### src/rtl/dmem_arbiter_pkg.sv
// Shared definitions for the data-memory arbiter: default bus widths,
// starvation counter width and the encoding of the returning-read owner tag.
package dmem_arbiter_pkg;

  localparam int unsigned ADDR_WIDTH_DEF = 9;
  localparam int unsigned DATA_WIDTH_DEF = 16;

  // Wide enough for the largest legal STARVE_LIMIT (15).
  localparam int unsigned STARVE_CNT_W = 4;

  // Owner of the read whose data returns from the BRAM in the next cycle.
  typedef enum logic [1:0] {
    TAG_NONE = 2'd0,
    TAG_CPU  = 2'd1,
    TAG_DBG  = 2'd2
  } rd_tag_e;

endpackage : dmem_arbiter_pkg

### src/rtl/dmem_arbiter.sv
// Two-requester arbiter in front of BRAM port B.
// The CPU has priority; a starvation counter forces the debug requester
// through after STARVE_LIMIT consecutive denied cycles. Reads have a
// one-cycle latency and are routed back by a registered owner tag.
//
// Ports:
//   clk, rst_n                       clock, asynchronous active-low reset
//   cpu_req/we/addr/wdata  (in)      CPU request, held until cpu_gnt
//   cpu_gnt, cpu_rvalid, cpu_rdata   CPU grant (combinational), read return
//   dbg_*                            debug requester, same as CPU port
//   mem_en/we/addr/din     (out)     BRAM port B controls (combinational)
//   mem_dout               (in)      BRAM port B read data
module dmem_arbiter
  import dmem_arbiter_pkg::*;
#(
  parameter int unsigned ADDR_WIDTH   = ADDR_WIDTH_DEF,
  parameter int unsigned DATA_WIDTH   = DATA_WIDTH_DEF,
  parameter int unsigned STARVE_LIMIT = 4
) (
  input  logic                  clk,
  input  logic                  rst_n,
  input  logic                  cpu_req,
  input  logic                  cpu_we,
  input  logic [ADDR_WIDTH-1:0] cpu_addr,
  input  logic [DATA_WIDTH-1:0] cpu_wdata,
  output logic                  cpu_gnt,
  output logic                  cpu_rvalid,
  output logic [DATA_WIDTH-1:0] cpu_rdata,
  input  logic                  dbg_req,
  input  logic                  dbg_we,
  input  logic [ADDR_WIDTH-1:0] dbg_addr,
  input  logic [DATA_WIDTH-1:0] dbg_wdata,
  output logic                  dbg_gnt,
  output logic                  dbg_rvalid,
  output logic [DATA_WIDTH-1:0] dbg_rdata,
  output logic                  mem_en,
  output logic                  mem_we,
  output logic [ADDR_WIDTH-1:0] mem_addr,
  output logic [DATA_WIDTH-1:0] mem_din,
  input  logic [DATA_WIDTH-1:0] mem_dout
);

  logic [STARVE_CNT_W-1:0] starve_q, starve_d;
  rd_tag_e                 tag_q, tag_d;
  logic [ADDR_WIDTH-1:0]   addr_q, addr_d;
  logic [DATA_WIDTH-1:0]   din_q, din_d;
  logic                    force_dbg;

  // Grant decision; grants are suppressed while reset is asserted.
  always_comb begin : arb_comb
    force_dbg = dbg_req && (starve_q == STARVE_CNT_W'(STARVE_LIMIT));
    cpu_gnt   = rst_n && cpu_req && !force_dbg;
    dbg_gnt   = rst_n && dbg_req && (!cpu_req || force_dbg);
  end

  // Port B mux; address and write data hold their last granted values when idle.
  always_comb begin : mux_comb
    mem_en = cpu_gnt || dbg_gnt;
    mem_we = 1'b0;
    addr_d = addr_q;
    din_d  = din_q;
    tag_d  = TAG_NONE;
    if (dbg_gnt) begin
      mem_we = dbg_we;
      addr_d = dbg_addr;
      din_d  = dbg_wdata;
      tag_d  = dbg_we ? TAG_NONE : TAG_DBG;
    end else if (cpu_gnt) begin
      mem_we = cpu_we;
      addr_d = cpu_addr;
      din_d  = cpu_wdata;
      tag_d  = cpu_we ? TAG_NONE : TAG_CPU;
    end
    mem_addr = addr_d;
    mem_din  = din_d;
  end

  // Starvation counter: counts denied debug cycles, saturating at the limit.
  always_comb begin : starve_comb
    starve_d = starve_q;
    if (!dbg_req || dbg_gnt) begin
      starve_d = '0;
    end else if (starve_q < STARVE_CNT_W'(STARVE_LIMIT)) begin
      starve_d = starve_q + STARVE_CNT_W'(1);
    end
  end

  // Read return routing by owner tag; non-owners see zero data.
  always_comb begin : rd_comb
    cpu_rvalid = (tag_q == TAG_CPU);
    dbg_rvalid = (tag_q == TAG_DBG);
    cpu_rdata  = cpu_rvalid ? mem_dout : '0;
    dbg_rdata  = dbg_rvalid ? mem_dout : '0;
  end

  always_ff @(posedge clk or negedge rst_n) begin : state_ff
    if (!rst_n) begin
      starve_q <= '0;
      tag_q    <= TAG_NONE;
      addr_q   <= '0;
      din_q    <= '0;
    end else begin
      starve_q <= starve_d;
      tag_q    <= tag_d;
      addr_q   <= addr_d;
      din_q    <= din_d;
    end
  end

endmodule : dmem_arbiter

### config.mk
export PLATFORM = sky130hd
export DESIGN_NAME = dmem_arbiter
export DESIGN_NICKNAME = d
export VERILOG_FILES = /design/src/rtl/dmem_arbiter_pkg.sv /design/src/rtl/dmem_arbiter.sv
export SDC_FILE = /design/constraint.sdc
export NUM_CORES = 1
export LEC_CHECK = 0
export ABC_AREA = 0
export BUFFER_PORTS_ARGS = -buffer_cell sky130_fd_sc_hd__buf_2
export CORE_AREA = 2 2 69 71
export CTS_BUF_LIST = sky130_fd_sc_hd__clkbuf_4 sky130_fd_sc_hd__clkbuf_8 sky130_fd_sc_hd__clkbuf_16
export CTS_CLUSTER_DIAMETER = 120
export DETAILED_ROUTE_END_ITERATION = 10
export DIE_AREA = 0 0 71 73
export PLACE_DENSITY = 0.77
export SYNTH_ARGS = -nofsm -noshare
export SYNTH_HDL_FRONTEND = slang
export SYNTH_SLANG_ARGS = --single-unit
export TNS_END_PERCENT = 30
### constraint.sdc
create_clock -name clk -period 2 [get_ports clk]
set_clock_uncertainty 0.05 [all_clocks]
set_input_delay 0.2 -clock clk [delete_from_list [all_inputs] [get_ports clk]]
set_output_delay 0.2 -clock clk [all_outputs]
set_load 0.1 [all_outputs]
[After elaboration in Yosys (flattened, before gate mapping)]
Index checks and enable logic that the tools add are counted.
Storage, ports and cells
  register bits: 31
  input bits: 72
  output and inout bits: 63
  logic and storage cells: 35
Operators by class
  add/subtract/negate cells: 1
  magnitude comparators: 1
  equal/unequal tests: 3
  muxes and demuxes: 14
  reduce and logical (&&, ||, !) cells: 12
Operator list (count)
  $mux W16: 4
  $mux W9: 2
  $mux W4: 2
  $logic_and A1 B1 Y1: 5
  $add A4 B1 Y4 const B: 1
  $eq A4 B3 Y1 const B: 1
  $lt A4 B3 Y1 const B: 1
  $mux W1: 4
  $mux W2: 2
  $logic_not A1 Y1: 3
  $logic_or A1 B1 Y1: 3
  $eq A2 B1 Y1 const B: 1
  $eq A2 B2 Y1 const B: 1
  $reduce_bool A2 Y1: 1

[Longest topological paths before layout]
Gate-level depths: netlist of run 1.
  depth in word-level cells: 6
  depth in mapped cells: 7
  depth with buffers taken out: 5

[Least setup slack after synthesis of run 1]
No wires, ideal clock.
  kind: flip-flop to output port
  start: reg tag_q[1]
  end: out cpu_rdata[10]
  arrival: 2.470 ns
  required time: 1.750 ns
  setup slack: -0.720 ns
  cell stages (with the launch flop): 4
  path buffers: 1
  cell sequence: dfrtp_1 > nor2b_1 > clkbuf_1 > and2_1
Between the ends
  word-level cells in the longest chain between the ends: 2
RTL lines
  start, declared: line dmem_arbiter.sv:44  | rd_tag_e tag_q, tag_d;
  start signal, assigned: line dmem_arbiter.sv:104  | tag_q <= tag_d;
  $eq A2 B1 Y1: line dmem_arbiter.sv:90  | cpu_rvalid = (tag_q == TAG_CPU);
  net cpu_rvalid: line dmem_arbiter.sv:27  | output logic cpu_rvalid,
  $mux W16: line dmem_arbiter.sv:92  | cpu_rdata = cpu_rvalid ? mem_dout : '0;
  end, declared: line dmem_arbiter.sv:28  | output logic [DATA_WIDTH-1:0] cpu_rdata,
The timed path passes the listed nets, and every way through them passes these cells.

[Worst setup path after layout of run 1]
  start: reg starve_q[0]
  end: out mem_din[5]
Between the ends
  word-level cells in the longest chain between the ends: 6
RTL lines
  start, declared: line dmem_arbiter.sv:43  | logic [STARVE_CNT_W-1:0] starve_q, starve_d;
  start signal, assigned: line dmem_arbiter.sv:103  | starve_q <= starve_d;
  $eq A4 B3 Y1 *: line dmem_arbiter.sv:51  | force_dbg = dbg_req && (starve_q == STARVE_CNT_W'(STARVE_LIMIT));
  $logic_and A1 B1 Y1 *: line dmem_arbiter.sv:51
  $logic_not A1 Y1: line dmem_arbiter.sv:52  | cpu_gnt = rst_n && cpu_req && !force_dbg;
  $logic_and A1 B1 Y1: line dmem_arbiter.sv:52
  $mux W16: line dmem_arbiter.sv:68  | end else if (cpu_gnt) begin
  $mux W16 *: line dmem_arbiter.sv:63  | if (dbg_gnt) begin
  end, declared: line dmem_arbiter.sv:39  | output logic [DATA_WIDTH-1:0] mem_din,
Every way passes the cells marked *; elsewhere a longest branch is shown, timed or not.

==> results of run 1 <==
## area by class of cell
cell class | instances | area, µm²
clock inverter | 1 | 7.51
timing repair buffer | 151 | 1760
fill | 234 | 958
inverter | 5 | 18.8
tap | 54 | 67.6
clock buffer | 7 | 96.3
multi-input combinational | 103 | 853
sequential | 31 | 776
## power groups by stage
stage               Clock [mW]  Sequential [mW]  Combinational, mW
floorplan                    0            0.727              0.884
global placement             0            0.728               1.41
detailed placement           0            0.732               1.42
CTS                      0.556            0.720               1.45
global route             0.584            0.729               1.52
finish                   0.544            0.722               1.48
## flip-flops by register name (all words and copies together), names as in the netlist
name      flops
tag_q         2
addr_q        9
din_q        16
starve_q      4
## layout by cell type (no fill, tap or decap), types with 2 or more instances in the layout
cell and instances:
buf_2 72, clkbuf_8 7, nor2b_1 4, buf_6 3, inv_1 2, dlygate4sd3_1 2
buf_12 63, and2_1 40, a221o_1 17, dfrtp_1 31, nand2_1 2, inv_2 3
buf_4 11, a221o_4 3, and2_2 17, nor2_1 2, nor3_1 3, a221o_2 5
## kinds of logic after synthesis
group	count (synthesis)	synth area share, %
AND/OR/NAND/NOR	69	26.7
flip-flops	31	48.0
adder cells (fa/ha/maj)	2	1.55
XOR/XNOR	1	0.541
AO/OA/AOI/OAI	30	17.6
buffers and inverters	15	5.10
multiplexers	1	0.619
## worst min-delay path by stage
stage,start,endpoint,slack (ns),cells past startpoint
6_report,dbg_we,tag_q[1],0.04,2
5_1_grt,dbg_we,tag_q[1],0.03,2
4_1_cts,dbg_we,tag_q[1],0.03,2
3_5_place_dp,rst_n,din_q[14],0.03,1
3_3_place_gp,rst_n,din_q[14],0.03,1
2_1_floorplan,rst_n,addr_q[0],-0.15,0
## worst reg2reg max path, stage by stage (launching register included)
cell	delay, ns
dfrtp_1	0.39
inv_2	0.07
ha_4	0.14
nand3b_4	0.09
o211a_4	0.27
buf_12	0.15
a221o_1	0.39
buf_4	0.16
## synthesized netlist by cell type, drive strengths merged, types with 2 or more instances
master / number / area, µm²
a21oi: 2 / 10.0
a221o: 25 / 250
and2: 57 / 357
buf: 6 / 48.8
clkbuf: 4 / 15.0
dfrtp: 31 / 776
ha: 2 / 25.0
inv: 5 / 18.8
nand2: 2 / 7.51
nor2: 2 / 7.51
nor2b: 4 / 25.0
nor3: 3 / 15.0
## layer usage
layer / share of wire [%] / GRT usage (%) / wire, µm / vias to the layer above
met5: 0 / 0 / 0 / -
li1: - / - / - / 817
met2: 54 / 42.6 / 3180 / 121
met1: 37 / 23.4 / 2180 / 827
met4: 1.0 / 7.34 / 60 / 0
met3: 8.6 / 6.63 / 507 / 6
## through the flow
| step | utilization [%] | area (µm²) | TNS [ns] |
|---|---|---|---|
| after global routing | 78.9 | 3580 | -6.15 |
| final | 78.9 | 3580 | -4.51 |
| after detailed placement | 73.8 | 3350 | 0 |
| after global placement | 73.8 | 3350 | 0 |
| after CTS | 77.8 | 3530 | -5.28 |
| after floorplan | - | 1690 | -8.94 |
## repair_timing
action                     4_1_cts  5_1_grt
setup endpoints to repair       26       27
resized for setup               10        6
buffers inserted                 2        3
pin swaps                        0        7
hold buffers                     2        0
hold endpoints to repair         7        0
==> results.py, run 1 <==
metrics = {
    "setup_path": {
        "critPathMaxStageDelay_ns": 0.40,
        "crit_start": "starve_q[0]",
        "arrival_ns": 1.99,
        "critical_path_depth": 7,
        "critPathSlowestCell": "a221o_1",
        "cp_top_family": "compound AO/OA/AOI/OAI gates",
        "crit_chain": "inv_2, ha_4, nand3b_4, o211a_4, buf_12, a221o_1, buf_12",
        "reg2reg_from": "starve_q[0]",
        "worstSetupEndpoint": "mem_din[5]",
        "crit_path_frequent_cell": "buf_12",
        "path_class": "flop to output pin",
        "reg2reg_slack_ns": 0.19,
        "worstPathMaxFanout": 17,
        "crit_required_ns": 1.75,
        "r2r_end": "addr_q[4]",
        "end_kind": "output pin",
        "crit_buf_inv": 3,
        "startpoint_type": "flop",
        "ff2ff_path_depth": 7,
    },
    "yosys": {
        "yosysWarnings": 0,
        "synthFlopType": "dfrtp_1",
        "ys_seq_area_share_pct": 48.0,
        "synth_cells": 149,
        "synth_cell_types": 20,
        "syn_area_mm2": 0.00162,
        "synth_fp_nets": 223,
        "avgSynthCellArea_um2": 10.9,
        "ys_ff_latch": 31,
        "synth_edf_count": 0,
        "synth-async-reset-ratio_pct": 100,
    },
    "power": {
        "peakVddDrop_mv": 0.727,
        "p_sw_mw": 1.18,
        "cell_internal_pwr_mw": 1.56,
        "total_leakage_power_nw": 1.72,
        "combPwrFrac_pct": 53.8,
        "swShare_pct": 43.1,
        "seq_power_share_pct": 26.3,
        "pwr-share-clk_pct": 19.8,
        "p_per_area_mw_per_mm2": 767,
        "finalPower_mw": 2.74,
    },
    "run_status": {
        "violations": "setup timing",
        "status": "complete, but fails checks",
    },
    "detailed_routing": {
        "vias": 1771,
        "via_per_inst": 5.03,
        "firstDrtPassIters": 4,
        "wl_per_cell_um": 16.8,
        "drt-total-wl_mm": 5.92,
        "drc_errors": 0,
        "ant_nets": 0,
        "drtIter0Drc": 23,
    },
    "floorplanning": {
        "core_mm2": 0.00454,
        "start_util_pct": 35.7,
        "dieHeight_um": 73,
        "fp-row-count": 25,
        "num_io_pins": 135,
        "dieArea_mm2": 0.00518,
        "dieWidth_um": 71,
    },
    "timing": {
        "worst_pin_slew_ns": 0.489,
        "fmax_mhz": 447,
        "setup_ws_ns": -0.240,
        "finalHoldViolCount": 0,
        "period_needed_ns": 2.24,
        "rsz0062_at_grt": "yes",
        "slew_headroom_pct": 67.6,
        "setup_violations": 26,
        "slew_violations": 0,
        "whs_ns": 0.0397,
        "finalCritPeriodShare_pct": 112,
    },
    "placed_design": {
        "dpl_worst_slack_ns": 0.00387,
        "gp_congestion": 0.760,
        "portBuffers": 134,
        "post-place-cells": 337,
        "hpwl_mm": 4.53,
    },
    "finish": {
        "instances_no_fill": 352,
        "antennaDiodeCount": 0,
        "layout-drive-gt1-share_pct": 63.8,
        "area_delta_synth_final_pct": 121,
        "final_nets": 371,
    },
    "clock_network": {
        "clockBufferDepth": 2,
        "htreeDepth": 2,
        "ctsRootBufferMaster": "clkbuf_8",
        "cts_made_buffers": 5,
        "cts_tree": "built",
        "cts_sinks": 31,
        "path_clk_slew_ns": 0.07,
        "clk_latency_ns": 0.27,
    },
    "grt": {
        "grt_use_total_pct": 22.3,
        "grt_max_degree": 26,
        "antenna_found_initial": 0,
        "overflow": 0,
        "grt_pass1_vias": 1828,
        "grt_pass1_wl_mm": 8.80,
    },
    "flow_run": {
        "max_cap_viol_count": 0,
    },
    "min_path": {
        "hold_path.class": "input pin to flop",
    },
}
Note: power is estimated with default switching activity, not from simulation.
==> run 2, diff against run 1 <==
- ABC_AREA: 0 -> 1
- CORE_AREA: 2 2 69 71 -> 2 2 70 72
- DIE_AREA: 0 0 71 73 -> 0 0 72 74
- PLACE_DENSITY: 0.77 -> 0.79
==> results.py, run 2 <==
metrics = {
    "run_status": {
        "status": "complete, but fails checks",
        "violations": "setup timing",
    },
    "yosys": {
        "syn_area_mm2": 0.00179,
        "synth_simple_gate_area_share_pct": 41.9,
        "synth-compound-area-share_pct": 1.05,
        "synthFlopType": "dfrtp_1",
        "synth_edf_count": 0,
        "synth_cells": 233,
        "synth_xor_area_share_pct": 0.490,
        "synth_fp_nets": 307,
        "ys_seq_area_share_pct": 43.4,
        "synth_cell_types": 21,
        "synthMuxAreaShare_pct": 0,
        "synthTopCellsByCount": "nand3_1, nor2_1, nand2_1, dfrtp_1, inv_1",
        "synth.most_common_cell": "nand3_1",
        "ys_ff_latch": 31,
        "yosys.area.top_type": "dfrtp_1",
        "avgSynthCellArea_um2": 7.67,
        "synthAdderAreaFrac_pct": 1.40,
        "yosysWarnings": 0,
        "synth_top_family_by_area": "simple AND/OR/NAND/NOR gates",
        "synth-async-reset-ratio_pct": 100,
        "synth_top_area_share_pct": 43.4,
        "ys_top_cells_by_area": "dfrtp_1, nand3_1, nor2_1",
    },
    "finish": {
        "largestRegisters": "din_q (16), addr_q (9), starve_q (4)",
        "largest_register_ffs": 16,
        "final_nets": 468,
        "antennaDiodeCount": 0,
        "nFillCells": 233,
        "postLayoutCoreUtil_pct": 84.9,
        "area_delta_synth_final_pct": 118,
        "layout-drive-gt1-share_pct": 66.3,
        "final_cell_mix": "buf_2, nand3_2, buf_12",
        "regMostFlops": "din_q",
        "mostFrequentLayoutCell": "buf_2",
    },
    "grt": {
        "grt_pass1_vias": 2217,
        "overflow": 0,
        "grt_max_degree": 25,
        "grt_use_total_pct": 26.4,
        "antenna_found_initial": 0,
        "grt_pass1_wl_mm": 10.7,
    },
    "detailed_routing": {
        "via_per_inst": 5.25,
        "drt-total-wl_mm": 7.89,
        "met2_wirelength_mm": 4.26,
        "drtIter0Drc": 91,
        "wl_met3_um": 711,
        "wl_per_cell_um": 17.6,
        "ant_nets": 0,
        "drc_errors": 0,
        "wl_met1_mm": 2.77,
        "firstDrtPassIters": 4,
        "top_layer_used": "met4",
        "vias": 2358,
    },
    "setup_path": {
        "end_kind": "output pin",
        "worstSetupEndpoint": "mem_addr[8]",
        "ff2ff_path_depth": 10,
        "reg2reg_from": "starve_q[1]",
        "r2r_end": "din_q[3]",
        "worstPathMaxFanout": 7,
        "arrival_ns": 1.84,
        "reg2reg_slack_ns": 0.36,
        "crit_required_ns": 1.75,
        "startpoint_type": "flop",
        "path_class": "flop to output pin",
        "crit_start": "starve_q[1]",
    },
    "timing": {
        "worst_pin_slew_ns": 0.534,
        "setup_ws_ns": -0.0863,
        "finalCritPeriodShare_pct": 104,
        "slew_headroom_pct": 64.3,
        "fmax_mhz": 479,
        "finalHoldViolCount": 0,
        "period_needed_ns": 2.09,
        "rsz0062_at_grt": "yes",
        "slew_violations": 0,
        "setup_violations": 23,
        "whs_ns": 0.0414,
    },
    "placed_design": {
        "gp_congestion": 0.806,
        "portBuffers": 134,
        "hpwl_mm": 4.51,
    },
    "power": {
        "peakVddDrop_mv": 0.642,
        "total_leakage_power_nw": 2.01,
        "p_per_area_mw_per_mm2": 738,
    },
    "clock_network": {
        "path_clk_slew_ns": 0.06,
        "clockBufferDepth": 2,
        "cts_tree": "built",
        "cts_made_buffers": 5,
        "clk_latency_ns": 0.28,
        "cts_sinks": 31,
        "ctsRootBufferMaster": "clkbuf_8",
        "htreeDepth": 2,
    },
    "floorplanning": {
        "num_io_pins": 135,
        "start_util_pct": 38.9,
        "dieArea_mm2": 0.00533,
        "core_mm2": 0.00460,
        "fp-row-count": 25,
        "dieHeight_um": 74,
        "dieWidth_um": 72,
    },
    "flow_run": {
        "max_cap_viol_count": 0,
    },
    "min_path": {
        "hold_path.class": "input pin to flop",
    },
}
==> run 2: through the flow <==
| stage | power [mW] | instance area [µm²] | setup WS, ns | setup TNS [ns] | cells |
|---|---|---|---|---|---|
| finish | 2.88 | 3900 | -0.0863 | -1.22 | 449 |
| global route | 2.96 | 3900 | -0.167 | -3.13 | 449 |
| CTS | 2.77 | 3630 | -0.0335 | -0.398 | 441 |
| detailed placement | 2.12 | 3100 | 0.134 | 0 | 416 |
| global placement | 2.10 | 3100 | 0.219 | 0 | 416 |
| floorplan | 1.62 | 1970 | -0.327 | -10.55 | 233 |
==> run 2: how the worst min path moves through the flow <==
stage	start	to	cells past startpoint
after detailed placement	rst_n	din_q[10]	1
after CTS	cpu_we	tag_q[0]	2
after global routing	cpu_we	tag_q[0]	2
final	cpu_we	tag_q[0]	2
after global placement	rst_n	din_q[10]	1
after floorplan	rst_n	addr_q[0]	0
==> run 2: layer usage <==
| metal | vias up | global-route usage [%] |
|---|---|---|
| li1 | 1079 | - |
| met1 | 1119 | 29.9 |
| met2 | 145 | 48.1 |
| met3 | 15 | 6.91 |
| met4 | 0 | 9.85 |
| met5 | - | 0 |
==> run 2: where the power goes <==
group / leakage, nW / internal, mW / switching (mW) / total [mW]
registers: 0.390 / 0.703 / 0.0283 / 0.731
clock network: 0.0549 / 0.327 / 0.241 / 0.569
logic: 1.56 / 0.528 / 1.05 / 1.58
==> run 2: area by class of cell <==
class | count | area, µm² | area share (%)
Timing Repair Buffer | 163 | 1450 | 37.1
Multi-Input combinational cell | 163 | 1380 | 35.4
Sequential cell | 31 | 776 | 19.9
Inverter | 30 | 123 | 3.14
Clock buffer | 8 | 104 | 2.66
Tap cell | 54 | 67.6 | 1.73
==> run 2: timing repair <==
item,in CTS,in global routing
resized for setup,49,48
setup buffers,11,8
hold buffers,2,0
endpoints found under the hold margin,7,0
setup endpoints to repair,27,43
cloned,4,0
pin swaps,17,14
==> run 2: worst max-delay path: stages (launching register included) <==
cell     delay (ns)
dfrtp_1        0.39
inv_2          0.09
ha_4           0.14
nand2_4        0.05
inv_4          0.07
nand2_8        0.10
buf_12         0.16
nand2_8        0.10
nand3_1        0.13
nand3_2        0.13
buf_12         0.18
==> run 2: cells by family after synthesis <==
kind of cell | Yosys count
AOI/OAI and AO/OA | 3
DFF | 31
xor gates and xnor gates | 1
adders and majority gates | 2
and+or+nand+nor | 154
buffers and inverters | 42
==> run 3, diff against run 2 <==
- CORE_AREA: 2 2 70 72 -> 2 2 51 100
- DIE_AREA: 0 0 72 74 -> 0 0 53 102
- PLACE_DENSITY: 0.79 -> 0.77
==> results.py, run 3 (synthesized netlist as in run 2, its figures left out) <==
metrics = {
    "run_status": {
        "status": "complete, but fails checks",
        "violations": "setup timing",
    },
    "timing": {
        "finalHoldViolCount": 0,
        "slew_violations": 0,
        "setup_violations": 13,
        "setup_ws_ns": -0.0531,
        "worst_pin_slew_ns": 0.533,
        "fmax_mhz": 487,
        "finalCritPeriodShare_pct": 103,
        "rsz0062_at_grt": "yes",
        "slew_headroom_pct": 64.4,
        "period_needed_ns": 2.05,
    },
    "placed_design": {
        "hpwl_mm": 4.93,
        "gp_congestion": 0.908,
        "portBuffers": 134,
        "dpl_worst_slack_ns": 0.132,
    },
    "clock_network": {
        "cts_tree": "built",
        "path_clk_slew_ns": 0.06,
        "cts_sinks": 31,
        "ctsRootBufferMaster": "clkbuf_8",
        "clockBufferDepth": 2,
        "htreeDepth": 2,
        "cts_made_buffers": 5,
        "clk_latency_ns": 0.28,
    },
    "setup_path": {
        "path_class": "flop to output pin",
        "startpoint_type": "flop",
        "worstPathMaxFanout": 5,
        "ff2ff_path_depth": 9,
        "reg2reg_from": "starve_q[1]",
        "crit_required_ns": 1.75,
        "end_kind": "output pin",
        "crit_start": "starve_q[1]",
        "reg2reg_slack_ns": 0.41,
        "arrival_ns": 1.80,
    },
    "min_path": {
        "min_path_cells": 2,
        "min_from": "dbg_we",
        "hold_path.class": "input pin to flop",
    },
    "floorplanning": {
        "num_io_pins": 135,
        "dieArea_mm2": 0.00541,
        "fp-row-count": 35,
        "start_util_pct": 38.9,
        "core_mm2": 0.00460,
        "dieHeight_um": 102,
        "dieWidth_um": 53,
    },
    "finish": {
        "layout-drive-gt1-share_pct": 63.4,
        "largestRegisters": "din_q (16), addr_q (9), starve_q (4)",
        "largest_register_ffs": 16,
        "nFillCells": 278,
        "mostFrequentLayoutCell": "buf_2",
        "postLayoutCoreUtil_pct": 80.2,
        "regMostFlops": "din_q",
        "area_delta_synth_final_pct": 106,
        "final_nets": 459,
        "final_cell_mix": "buf_2, nand3_2, buf_12",
    },
    "grt": {
        "antenna_found_initial": 1,
        "grt_pass1_wl_mm": 10.4,
        "grt_max_degree": 24,
        "grt_use_total_pct": 26.6,
        "grt_pass1_vias": 2271,
        "overflow": 0,
    },
    "detailed_routing": {
        "drtIter0Drc": 87,
        "firstDrtPassIters": 4,
        "wl_per_cell_um": 18.0,
        "drt-total-wl_mm": 7.96,
        "vias": 2333,
        "via_per_inst": 5.29,
        "ant_nets": 0,
        "drc_errors": 0,
    },
    "power": {
        "p_per_area_mw_per_mm2": 749,
        "peakVddDrop_mv": 0.677,
        "finalPower_mw": 2.76,
        "total_leakage_power_nw": 1.93,
    },
    "flow_run": {
        "max_cap_viol_count": 0,
    },
}
[run 3: report_power, final]
part / switching (mW) / internal (mW)
Clock: 0.234 / 0.270
Sequential: 0.0266 / 0.702
Combinational: 1.04 / 0.491
[run 3: routing by layer]
metal / share of wire [%] / up-vias / global-route usage [%]
li1: - / 1058 / -
met1: 29 / 1085 / 23.4
met2: 57 / 153 / 52.2
met3: 7.9 / 37 / 5.41
met4: 5.7 / 0 / 14.6
met5: 0 / - / 0
[run 3: critical path, stage by stage, from the launching register on]
cell and delay [ns]:
dfrtp_1 0.40, inv_2 0.08, ha_4 0.16, nand2_2 0.09
clkinv_4 0.10, buf_4 0.18, nand2_4 0.11, nand3_1 0.10
nand3_2 0.12, buf_12 0.18
[run 3: layout make-up]
| cell class | instances | area (µm²) | area share [%] |
|---|---|---|---|
| diodes | 1 | 2.50 | 0.0678 |
| flip-flops and latches | 31 | 776 | 21.0 |
| clock inverters | 1 | 5.00 | 0.136 |
| multi-input cells | 166 | 1290 | 34.9 |
| inverters | 30 | 125 | 3.39 |
| repair buffers | 151 | 1340 | 36.3 |
| well taps | 55 | 68.8 | 1.87 |
| clock buffers | 6 | 82.6 | 2.24 |
[run 3: final timing paths]
path / end
setup / recovery: mem_din[9]
hold / removal: tag_q[1]
setup reg to reg: addr_q[5]
hold reg to reg: din_q[8]
max in group asynchronous: din_q[8]
min in group asynchronous: addr_q[8]
[run 3: through the flow]
step / hold WS, ns / TNS [ns] / instances / area, µm²
6_report: 0.0407 / -0.259 / 441 / 3690
5_1_grt: 0.0432 / -1.49 / 441 / 3690
4_1_cts: 0.0336 / -0.137 / 433 / 3440
3_5_place_dp: 0.00870 / 0 / 416 / 3120
3_3_place_gp: 0.0121 / 0 / 416 / 3120
2_1_floorplan: -0.146 / -10.55 / 233 / 1970
[run 3: repair_timing]
item,in CTS,in global routing
buffers inserted,4,4
resized for setup,26,40
hold endpoints to repair,12,0
pin swaps,3,16
cloned,4,3
hold buffers,2,0
endpoints found under the setup margin,28,38
